===== src/rtl/posit_round_pack_es3.sv =====
// Rounds and packs an unrounded es=3 posit product into a 32-bit posit; latency 3 cycles after the input edge.
// No backpressure: one item per cycle, start=0 cycles become bubbles that never raise done.
module posit_round_pack_es3 #(
  parameter int NBITS = 32,
  parameter int ES    = 3,
  parameter int SBITS = 10,
  parameter int MBITS = 54,
  parameter int CNTW  = 16
) (
  input  logic                     clk,
  input  logic                     reset,
  input  logic                     start,
  input  logic [SBITS+MBITS+2:0]   in_raw,
  output logic [NBITS-1:0]         result,
  output logic                     done,
  output logic [CNTW-1:0]          sat_cnt
);

  localparam int FW  = NBITS - 1;
  localparam int FW1 = FW + 1;
  localparam int PAD = NBITS + 5;
  localparam int WW  = 2 + ES + MBITS + PAD;
  localparam logic signed [SBITS-1:0] SAT_HI = SBITS'((NBITS - 2) << ES);
  localparam logic signed [SBITS-1:0] SAT_LO = -SAT_HI;
  localparam logic [FW-1:0] MAG_ONE = {{(FW-1){1'b0}}, 1'b1};

  // input capture
  logic                   v0;
  logic [SBITS+MBITS+2:0] raw0;

  always_ff @(posedge clk or posedge reset) begin
    if (reset) begin
      v0   <= 1'b0;
      raw0 <= '0;
    end else begin
      v0 <= 1'b0;
      if (start) begin
        v0   <= 1'b1;
        raw0 <= in_raw;
      end
    end
  end

  // S1: regime decode
  logic                    sgn0, inf0, zero0, ovf0, unf0;
  logic signed [SBITS-1:0] scale0, k0;
  logic [SBITS-1:0]        sh0;
  logic [MBITS-1:0]        frac0;

  always_comb begin
    sgn0   = raw0[SBITS+MBITS+2];
    scale0 = raw0[SBITS+MBITS+1:MBITS+2];
    frac0  = raw0[MBITS+1:2];
    inf0   = raw0[1];
    zero0  = raw0[0];
    k0     = scale0 >>> ES;
    // the terminated run is produced by an arithmetic shift; a negative k needs -k-1 == ~k
    sh0    = k0[SBITS-1] ? ~k0 : k0;
    ovf0   = scale0 > SAT_HI;
    unf0   = scale0 < SAT_LO;
  end

  logic                   v1, sgn1, inf1, zero1, ovf1, unf1, neg1;
  logic [ES-1:0]          e1;
  logic [MBITS-1:0]       frac1;
  logic [SBITS-1:0]       sh1;

  always_ff @(posedge clk or posedge reset) begin
    if (reset) begin
      v1    <= 1'b0;
      sgn1  <= 1'b0;
      inf1  <= 1'b0;
      zero1 <= 1'b0;
      ovf1  <= 1'b0;
      unf1  <= 1'b0;
      neg1  <= 1'b0;
      e1    <= '0;
      frac1 <= '0;
      sh1   <= '0;
    end else begin
      v1    <= v0;
      sgn1  <= sgn0;
      inf1  <= inf0;
      zero1 <= zero0;
      ovf1  <= ovf0;
      unf1  <= unf0;
      neg1  <= k0[SBITS-1];
      e1    <= scale0[ES-1:0];
      frac1 <= frac0;
      sh1   <= sh0;
    end
  end

  // S2: the padding is wide enough that no bit is lost inside the legal scale range
  logic signed [WW-1:0] str1, shifted1;

  always_comb begin
    str1     = {(neg1 ? 2'b01 : 2'b10), e1, frac1, {PAD{1'b0}}};
    shifted1 = str1 >>> sh1;
  end

  logic          v2, sgn2, inf2, zero2, ovf2, unf2, g2, st2;
  logic [FW-1:0] mag2;

  always_ff @(posedge clk or posedge reset) begin
    if (reset) begin
      v2    <= 1'b0;
      sgn2  <= 1'b0;
      inf2  <= 1'b0;
      zero2 <= 1'b0;
      ovf2  <= 1'b0;
      unf2  <= 1'b0;
      g2    <= 1'b0;
      st2   <= 1'b0;
      mag2  <= '0;
    end else begin
      v2    <= v1;
      sgn2  <= sgn1;
      inf2  <= inf1;
      zero2 <= zero1;
      ovf2  <= ovf1;
      unf2  <= unf1;
      mag2  <= shifted1[WW-1 -: FW];
      g2    <= shifted1[WW-1-FW];
      st2   <= |shifted1[WW-2-FW:0];
    end
  end

  // S3: round, saturate, sign, specials
  logic             inc3, sat3;
  logic [FW:0]      sum3;
  logic [FW-1:0]    rnd3, mag3;
  logic [NBITS-1:0] packed3;

  always_comb begin
    inc3 = g2 & (st2 | mag2[0]);
    sum3 = {1'b0, mag2} + FW1'(inc3);
    rnd3 = sum3[FW] ? {FW{1'b1}} : sum3[FW-1:0];
    if (rnd3 == '0) rnd3 = MAG_ONE;
    mag3 = rnd3;
    if (ovf2)      mag3 = {FW{1'b1}};
    else if (unf2) mag3 = MAG_ONE;
    packed3 = sgn2 ? {1'b1, ~mag3 + MAG_ONE} : {1'b0, mag3};
    if (inf2)       packed3 = {1'b1, {FW{1'b0}}};
    else if (zero2) packed3 = '0;
    sat3 = v2 & ~inf2 & ~zero2 & (ovf2 | unf2);
  end

  always_ff @(posedge clk or posedge reset) begin
    if (reset) begin
      result  <= '0;
      done    <= 1'b0;
      sat_cnt <= '0;
    end else begin
      done <= v2;
      if (v2) result <= packed3;
      if (sat3 && (sat_cnt != {CNTW{1'b1}})) sat_cnt <= sat_cnt + CNTW'(1);
    end
  end

endmodule


===== config.mk =====
export PLATFORM = sky130hd
export DESIGN_NAME = posit_round_pack_es3
export DESIGN_NICKNAME = d
export VERILOG_FILES = /design/src/rtl/posit_round_pack_es3.sv
export SDC_FILE = /design/constraint.sdc
export NUM_CORES = 1
export LEC_CHECK = 0
export ABC_CLOCK_PERIOD_IN_PS = 6600
export BUFFER_PORTS_ARGS = -buffer_cell sky130_fd_sc_hd__clkbuf_2
export CAP_MARGIN = 15
export CORE_MARGIN = 3
export CORE_UTILIZATION = 29
export DETAILED_ROUTE_END_ITERATION = 7
export HOLD_SLACK_MARGIN = 0.05
export PLACE_DENSITY = 0.54
export SLEW_MARGIN = 40
export SYNTH_ARGS = -nofsm -noshare
export SYNTH_HDL_FRONTEND = slang
export SYNTH_SLANG_ARGS = --single-unit

===== constraint.sdc =====
create_clock -name clk -period 6.6 [get_ports clk]
set_input_delay 0.99 -clock clk [delete_from_list [all_inputs] [get_ports clk]]
set_output_delay 0.99 -clock clk [all_outputs]
set_load 0.05 [all_outputs]

==> metrics.txt, run 1 <==
Period minus WS final 5.15 ns; CP Max Fanout 10; final net count 1337; met2 wire len 14500 microns; Non-Filler Instances 1812; Port Buffers 118; CP Cell Sequence o21a_1, ha_1, ha_1, nand4_1, nor3_1, nand4_1, xor2_1, and4_1, o2111ai_4, o21ai_0, nor2_1, ha_1, inv_1, o41ai_1, nand4_1, nor2b_1, nand4_1, or3_1, nand4_1; clk sinks 226; Final ANT Viol Nets 0; Mapped Area 12200 sq um; met3 wire len 1790 microns; Mean Syn Cell Area 10.4 sq um; htree depth 1; Worst-Skew Late Latency 0.56 ns; FFs w/ async S/R, synth 1.00; hold_buf cts 0; Max IR drop VDD 175 uV; routed len/inst 17.6 microns; Final Hold Viols 0; fmax 194 MHz; Setup Total Neg Slack 0 ns; fillers 4194; CTS tree done; Ys Warns 0; Synth cell types 78; Syn Inst Count 1178; worst-margin pin slew 0.818 ns; Pleak 6.02 nW; status complete, no violations; CTS resizes 0; Crit. End Element flip-flop; dpl ws 1.52 ns; mean number of vias per cell 5.13; Setup crit start kind flip-flop; DR top layer met4; Initial Util 0.296; fin util 0.345; final worst-path cycle share 0.781; full die area 44600 sq um; Max transition margin 0.455; Setup CP Type flip-flop to flip-flop; total setup buffers inserted after CTS 0; post-route design area 14200 sq um; CTS Buf Count 26; area delta synth->final 16.5%; largest net degree at the start of global routing 121; clock-pin slew on the worst setup and hold paths 0.06 ns; share of cells above drive strength 1 0.252; P per Cell Area 333 nW/um^2; placed inst area 13300 sq um; max-cap violations 0; row cnt 74; detailed placer's ending HPWL 23400 microns; Synth Register Bits 226; first drt pass iteration count 7; Synth Flop Type dfrtp_1; CP max-delay cell nor3_1; Worst Clk Skew 0.0157 ns; GRT overflow 0; Tightest Hold Check Type flip-flop to flip-flop; CTS max path bufs 3; via count 9302; slowest cell delay on critical path 0.60 ns; CP arrival 5.64 ns; DRC 0; I/O pin total 119; Iteration-0 DRC Markers 524; first-pass GRT wire length 51400 microns; WL final 31900 microns; Post-synth EDFFs 0; Placer Congestion 0.883; # placed instances 1764; initial antenna violation count 0; gr usage total 0.142; register area share after synthesis 0.463; die height 211 microns; width of the die 211 microns; Worst Path Required 7.08 ns; # diodes 0; core area 41200 sq um; RSZ-0062 raised after global routing false; Slew Limit Fails 0; Final WS setup 1.45 ns; met1 WL 14900 microns; syn nets 1254; Final Setup Violations 0; cell mode on critical path nand4_1; Clock Tree Root clkbuf_16; vias in the first global route 9077
state kept, by name, indices dropped and copies added, names as in the netlist, 3 cells and up:
signal   count
e1           3
frac1       54
mag2        31
raw0        67
result      32
sat_cnt     16
sh1          6
final timing paths:
| path | start | endpoint | slack (ns) | cells after the start |
|---|---|---|---|---|
| max in group asynchronous | reset | raw0[16] | 5.12 | 4 |
| worst min-delay path | v1 | v2 | 0.35 | 0 |
| worst max register to register | mag2[0] | result[30] | 1.45 | 19 |
| worst max-delay path | mag2[0] | result[30] | 1.45 | 19 |
| worst min register to register | v1 | v2 | 0.35 | 0 |
| min in group asynchronous | reset | sat_cnt[8] | 0.36 | 2 |
synth_stat cells, types with 6 or more instances:
cell	number	area [sq um]
a31oi_1	12	75.1
xor2_1	33	289
o21ai_0	66	330
o211ai_1	6	45.0
nor3_1	24	120
nand4_1	28	175
nor2b_1	10	62.6
dfrtp_1	226	5660
or2_2	9	56.3
ha_1	6	75.1
buf_1	16	60.1
inv_1	20	75.1
and4_1	8	70.1
clkbuf_1	49	184
mux2i_1	35	350
nand3_1	30	150
or3_1	9	56.3
buf_2	10	50.1
and3_1	23	144
xnor2_1	28	245
nor4_1	24	150
and2_1	11	68.8
o21a_1	6	45.0
a22o_1	13	114
a211oi_1	12	90.1
mux2_2	78	878
mux4_2	29	653
a21oi_1	48	240
nor2_1	102	383
nand2_1	114	428
worst max-delay path: cells and delay by family, from the launching register on:
family          cells  cell delay, ns
fa+ha+maj           3            0.67
flops               1            0.35
buf+inv             1            0.06
compound gates      4            0.87
simple gates       10            2.92
xor+xnor            1            0.21
stage by stage:
step                power [mW]  hold slack [ns]
detailed placement        3.24            0.335
CTS                       4.78            0.348
floorplan                 2.86            0.331
global placement          3.23            0.334
global route              5.02            0.356
finish                    4.73            0.347
cell families after synthesis:
logic type,after synthesis,share of synthesized area
muxes,142,0.154
AOI/OAI and AO/OA,231,0.129
buffers and inverters,98,0.0321
adders and majority gates,6,0.00615
DFF,226,0.463
and+or+nand+nor,414,0.171
xor gates and xnor gates,61,0.0438
metal layers:
metal | up-vias | GRT usage
met2 | 254 | 0.222
li1 | 4486 | -
met4 | 0 | 0.0367
met5 | - | 0
met1 | 4516 | 0.202
met3 | 46 | 0.0297
report_power, final:
| group | internal, mW | total (mW) | switching, mW |
|---|---|---|---|
| Combinational | 0.523 | 1.42 | 0.899 |
| Sequential | 1.57 | 1.80 | 0.226 |
| Clock | 0.902 | 1.51 | 0.604 |
| Total | 3.00 | 4.73 | 1.73 |
cell type report:
class / instances / area [sq um] / area share
Multi-Input combinational cell: 854 / 6170 / 0.434
Inverter: 21 / 82.6 / 0.00581
Timing Repair Buffer: 132 / 728 / 0.0512
Tap cell: 532 / 666 / 0.0468
Clock inverter: 17 / 233 / 0.0164
Sequential cell: 226 / 5660 / 0.398
Clock buffer: 30 / 676 / 0.0475
cell usage in the layout, fill, tap and decap left out, drive strengths merged, types with 5 or more instances in the layout:
master and count:
a21o 5, xor2 33, a31oi 12, a22o 13, nor2 103, a41oi 5
a21oi 49, or3 10, o211ai 8, inv 21, and2 11, a31o 5
clkinv 9, nand3 31, mux4 29, ha 6, nand4 29, clkbuf 147
dfrtp 226, nor4 26, or2 9, o31ai 6, o21a 6, nor2b 10
mux2i 35, o2111ai 6, o21ai 69, mux2 78, xnor2 28, and3 23
and4 8, nand2 114, nor3 25, a211oi 12, buf 15
No activity file was read; power rests on OpenSTA's default activity.
==> run 2: changes to the inputs <==
- ABC_AREA: default -> 1
- ABC_CLOCK_PERIOD_IN_PS: 6600 -> 4950
- PLACE_DENSITY: 0.54 -> 0.52
- clock period: 6.6 -> 4.95 ns (I/O delays scaled with it)
==> run 2 against run 1 <==
Net effect: final cell count rose by 49%; synthesized cell count rose by 71%; first-iteration DRC count rose by 110%; worst setup slack improved by 0.13 ns; worst hold slack got worse by 0.0019 ns; critical path depth rose by 6; sequential share of layout area fell by 4.7 points; die area rose by 16%; critical endpoint is now result[18].
==> metrics.txt, run 2 <==
register area share after synthesis 0.399; FFs w/ async S/R, synth 1.00; Final Hold Viols 0; die height 227 microns; final net count 2143; Clock Tree Root clkbuf_16; Initial Util 0.295; most frequent cells in the layout 742 x nand2_1, 235 x nand3_1, 225 x dfrtp_1; htree depth 1; Total Power 7.08 mW; Tightest Hold Check Type flip-flop to flip-flop; Min Hold Slack 0.345 ns; I/O pin total 119; Period minus WS final 3.37 ns; via count 13300; part of the power in registers 0.328; Pleak 7.89 nW; Sw Pwr 3.03 mW; fin util 0.336; Ys Warns 0; largest net degree at the start of global routing 116; Setup crit start kind flip-flop; Setup Total Neg Slack 0 ns; fmax 297 MHz; routed len/inst 15.8 microns; final worst-path cycle share 0.681; dpl ws 1.55 ns; Logic pwr share 0.404; Worst-Skew Late Latency 0.54 ns; P_int 4.05 mW; Switching Fraction 0.428; WL final 42700 microns; worst-margin pin slew 0.788 ns; clk sinks 226; Iteration-0 DRC Markers 1110; Final ANT Viol Nets 0; clock-pin slew on the worst setup and hold paths 0.06 ns; Syn Inst Count 2009; Final WS setup 1.58 ns; GRT overflow 0; status complete, no violations; Setup CP Type flip-flop to flip-flop; Final Setup Violations 0; top cell type by total area after synthesis dfrtp_1; CTS Buf Count 26; Max IR drop VDD 245 uV; CP Max Fanout 6; width of the die 227 microns; Synth cell types 51; Post-synth EDFFs 0; detailed placer's ending HPWL 32800 microns; Regs by FF count raw0: 67 flops, frac1: 54 flops, result: 32 flops; Placer Congestion 0.934; synth top area cells dfrtp_1 40%, nand2_1 20%, nand3_1 8.3%; Biggest register raw0; Worst Path Required 5.36 ns; DRC 0; CTS resizes 0; Mean Syn Cell Area 7.06 sq um; full die area 51600 sq um; first-pass GRT wire length 69400 microns; # diodes 0; number of flip-flops in the largest register 67; synth cell count leaders 742 x nand2_1, 235 x nand3_1, 226 x dfrtp_1; first drt pass iteration count 6; initial antenna violation count 0; row cnt 80; Mapped Area 14200 sq um; Worst Clk Skew 0.0225 ns; most common cell after layout, fill and taps aside nand2_1; mean number of vias per cell 4.94; Synth Register Bits 226; Max transition margin 0.473; most frequent cell after synthesis nand2_1; CTS tree done; Clock power frac 0.268; hold_buf cts 0; max-cap violations 0; core area 48000 sq um; share of cells above drive strength 1 0.151; RSZ-0062 raised after global routing false; CTS max path bufs 3; Synth Flop Type dfrtp_1; gr usage total 0.166; area delta synth->final 13.7%; Yosys top cell area share 0.399; Slew Limit Fails 0; total setup buffers inserted after CTS 0; Port Buffers 118; CP arrival 3.78 ns; Crit. End Element flip-flop; vias in the first global route 12900; syn nets 2085; P per Cell Area 439 nW/um^2
## run 2: final cells by class
| class | count | area (sq um) |
|---|---|---|
| fill | 5267 | 31900 |
| multi-input combinational | 1569 | 7650 |
| sequential | 226 | 5660 |
| clock buffer | 36 | 779 |
| tap | 615 | 769 |
| timing repair buffer | 136 | 763 |
| inverter | 108 | 409 |
| clock inverter | 12 | 95.1 |
## run 2: per-stage QoR
stage                     instances  instance area (sq um)
final                          2702                  16100
after floorplan                2009                  14200
after global placement         2654                  15300
after CTS                      2702                  16100
after detailed placement       2654                  15300
after global routing           2702                  16100
## run 2: cells by family after synthesis
kind of cell / count (synthesis) / share of synthesized area
AND/OR/NAND/NOR: 1224 / 0.370
AO/OA/AOI/OAI: 249 / 0.0980
flip-flops: 226 / 0.399
buffers and inverters: 214 / 0.0620
multiplexers: 65 / 0.0512
XOR/XNOR: 25 / 0.0154
adder cells (fa/ha/maj): 6 / 0.00529
## run 2: critical path: stages (launching register included)
cell,delay [ns]
dfrtp_1,0.35
o21a_1,0.11
ha_1,0.17
ha_1,0.21
nand2_1,0.10
nor2_4,0.20
nand2_4,0.10
nor2_4,0.15
nand2_1,0.06
nand2_1,0.05
nand3_1,0.09
nor2_1,0.13
nand2_1,0.06
nor2_1,0.14
nand3_2,0.13
nand2_1,0.10
inv_2,0.06
ha_1,0.20
nand3_1,0.17
nor2_2,0.10
nand2_1,0.09
nand2_1,0.11
o21ai_1,0.14
a21oi_1,0.08
o21ai_0,0.08
nand2_1,0.07
## run 2: path summary, 6_finish.rpt
path / endpoint / from / slack, ns / cells after the start
hold reg to reg: unf2 / unf1 / 0.35 / 0
hold / removal: unf2 / unf1 / 0.35 / 0
setup reg to reg: result[18] / mag2[0] / 1.58 / 25
setup / recovery: result[18] / mag2[0] / 1.58 / 25
max in group asynchronous: result[19] / reset / 4.02 / 3
min in group asynchronous: frac1[31] / reset / 0.38 / 3
## run 2: power by group through the flow
stage | registers, mW | logic (mW) | clock network (mW)
2_1_floorplan | 2.45 | 1.93 | 0
3_3_place_gp | 2.36 | 2.85 | 0
3_5_place_dp | 2.36 | 2.84 | 0
4_1_cts | 2.33 | 2.85 | 1.96
5_1_grt | 2.36 | 3.22 | 2.04
6_report | 2.32 | 2.86 | 1.90
## run 2: layer usage
metal  wire, microns  track usage  up-vias  share of wire
met2           19500        0.269      291           0.46
met1           20500        0.234     6317           0.48
li1                -            -     6674              -
met5               0            0        -              0
met4            1020       0.0443        0          0.024
met3            1640       0.0213       60          0.038
==> run 3: changes to the inputs <==
- ABC_CLOCK_PERIOD_IN_PS: 4950 -> 3000
- PLACE_DENSITY: 0.52 -> 0.53
- clock period: 4.95 -> 3 ns (I/O delays scaled with it)
==> run 3 against run 2 <==
Net effect: the flow now finishes with violations (setup timing); critical path depth down 2; via count rose by 2.3%; worst hold slack got worse by 0.22 ns; sequential share of layout area fell by 2.0 points; design area rose by 6.1%; combinational power rose by 83%; routed wire length rose by 1.6%; critical path type unchanged.
==> metrics.txt, run 3 (synthesized netlist as in run 2, its figures left out) <==
status finished, violations left; failing checks setup timing; CP Max Fanout 17; CTS max path bufs 3; GR Util met1 0.244; number of flip-flops in the largest register 67; Slew Limit Fails 0; Final WS setup -0.0444 ns; Biggest register raw0; CP arrival 3.47 ns; Crit. End Element flip-flop; register area 5660 sq um; width of the die 227 microns; Port Buffers 118; RSZ-0062 raised after global routing true; Max IR drop VDD 411 uV; clk sinks 226; max-cap violations 0; Setup crit start kind flip-flop; Regs by FF count raw0: 67 flops, frac1: 54 flops, result: 32 flops; area delta synth->final 20.6%; Final Hold Viols 0; hold_sp in_raw[64]; Placer Congestion 0.906; row cnt 80; met2 usage 0.271; die height 227 microns; most common cell after layout, fill and taps aside nand2_1; fillers 5112; P per Cell Area 708 nW/um^2; initial antenna violation count 0; vias in the first global route 13300; CTS Buf Count 27; CTS tree done; Max transition margin 0.499; Worst Setup SP g2; Worst-Skew Late Latency 0.54 ns; dpl ws -0.313 ns; I/O pin total 119; Final ANT Viol Nets 0; Period minus WS final 3.04 ns; via count 13600; GRT overflow 0; busiest grt layer met2; detailed placer's ending HPWL 33500 microns; final net count 2230; share of cells above drive strength 1 0.201; full die area 51600 sq um; met3 Usage GRT 0.0228; core area 48000 sq um; fmax 328 MHz; Worst Path Required 3.43 ns; CP max-delay cell dfrtp_1; htree depth 1; Setup CP Type flip-flop to flip-flop; mean number of vias per cell 4.89; first drt pass iteration count 5; Initial Util 0.295; Final Setup Violations 6; Setup Total Neg Slack -0.118 ns; area of the multi-input gates 7880 sq um; clock-pin slew on the worst setup and hold paths 0.06 ns; routed len/inst 15.6 microns; Pleak 8.39 nW; worst-margin pin slew 0.751 ns; Iteration-0 DRC Markers 917; Clock Tree Root clkbuf_16; DRC 0; Worst Clk Skew 0.0202 ns; WL final 43400 microns; most frequent cells in the layout 731 x nand2_1, 225 x dfrtp_1, 223 x nand3_1; gr usage total 0.170; Tightest Hold Check Type input port to flip-flop; first-pass GRT wire length 71000 microns; slowest cell delay on critical path 0.34 ns; FF-to-FF Start g2; final worst-path cycle share 1.01; # diodes 0; CP Cell Sequence o21a_1, ha_4, buf_6, nand2_4, nor2_4, nand2_4, nor2_8, nand2_8, nand3_1, nor2_1, nand2_1, nor2_2, nand3_2, nand2_2, inv_2, ha_4, nand3_4, nor2_4, inv_4, o21ai_4, nand2_2, o21ai_1, nand2_1; largest net degree at the start of global routing 78
-- run 3: cell types whose count changed in the layout (fill, tap and decap cells not counted), moves of 3 or more --
cell	previous run	this run
buf_12	3	13
buf_4	15	86
buf_6	0	4
clkbuf_1	2	6
ha_1	6	3
ha_4	0	3
nand2_1	742	731
nand2_2	9	18
nand3_1	235	223
nand3_2	5	14
nand3_4	1	4
nor2_1	144	138
nor2_2	12	17
o21ai_0	138	133
-- run 3: timing repair --
| item | 4_1_cts | 5_1_grt |
|---|---|---|
| resized for setup | 35 | 28 |
| hold buffers | 1 | 0 |
| setup endpoints to repair | 13 | 31 |
| endpoints found under the hold margin | 19 | 0 |
| setup buffers | 7 | 4 |
| pin swaps | 22 | 18 |
-- run 3: power breakdown --
group | total, mW | switching (mW) | internal (mW)
combinational | 5.24 | 3.48 | 1.76
clock | 3.05 | 1.26 | 1.79
sequential | 3.84 | 0.369 | 3.47
-- run 3: worst paths after layout --
kind                         endpoint  slack, ns  depth (start not counted)
hold reg to reg                    v2       0.35                          0
setup / recovery           result[28]      -0.04                         23
min in group asynchronous    mag2[23]       0.52                          3
max in group asynchronous    raw0[48]       1.56                          5
hold / removal               raw0[64]       0.13                          3
setup reg to reg           result[28]      -0.04                         23
-- run 3: cell type report --
| cell class | count | area share |
|---|---|---|
| multi-input combinational | 1569 | 0.460 |
| sequential | 226 | 0.331 |
| timing repair buffer | 222 | 0.0907 |
| tap | 615 | 0.0450 |
| clock buffer | 38 | 0.0448 |
| inverter | 108 | 0.0241 |
| clock inverter | 11 | 0.00446 |
-- run 3: through the flow --
stage	total power [mW]	hold WS, ns	util	instance area [sq um]	std cells
after CTS	12.2	0.0976	0.354	17000	2786
after global routing	13.1	0.109	0.356	17100	2789
after floorplan	7.24	0.331	-	14200	2009
after global placement	8.98	0.332	0.331	15900	2729
final	12.1	0.126	0.356	17100	2789
after detailed placement	8.96	0.335	0.331	15900	2729
-- run 3: critical path: cells and delay by family, from the launching register on --
kind / cells / cell delay [ns]
AO/OA/AOI/OAI: 3 / 0.46
buffers and inverters: 3 / 0.25
AND/OR/NAND/NOR: 15 / 1.55
adder cells (fa/ha/maj): 2 / 0.30
flip-flops: 1 / 0.34
-- run 3: routing by layer --
metal | vias up | part of all wire | wire length (microns)
met5 | - | 0 | 0
met4 | 0 | 0.022 | 952
met3 | 62 | 0.045 | 1960
met2 | 324 | 0.46 | 19800
met1 | 6410 | 0.48 | 20700
li1 | 6851 | - | -
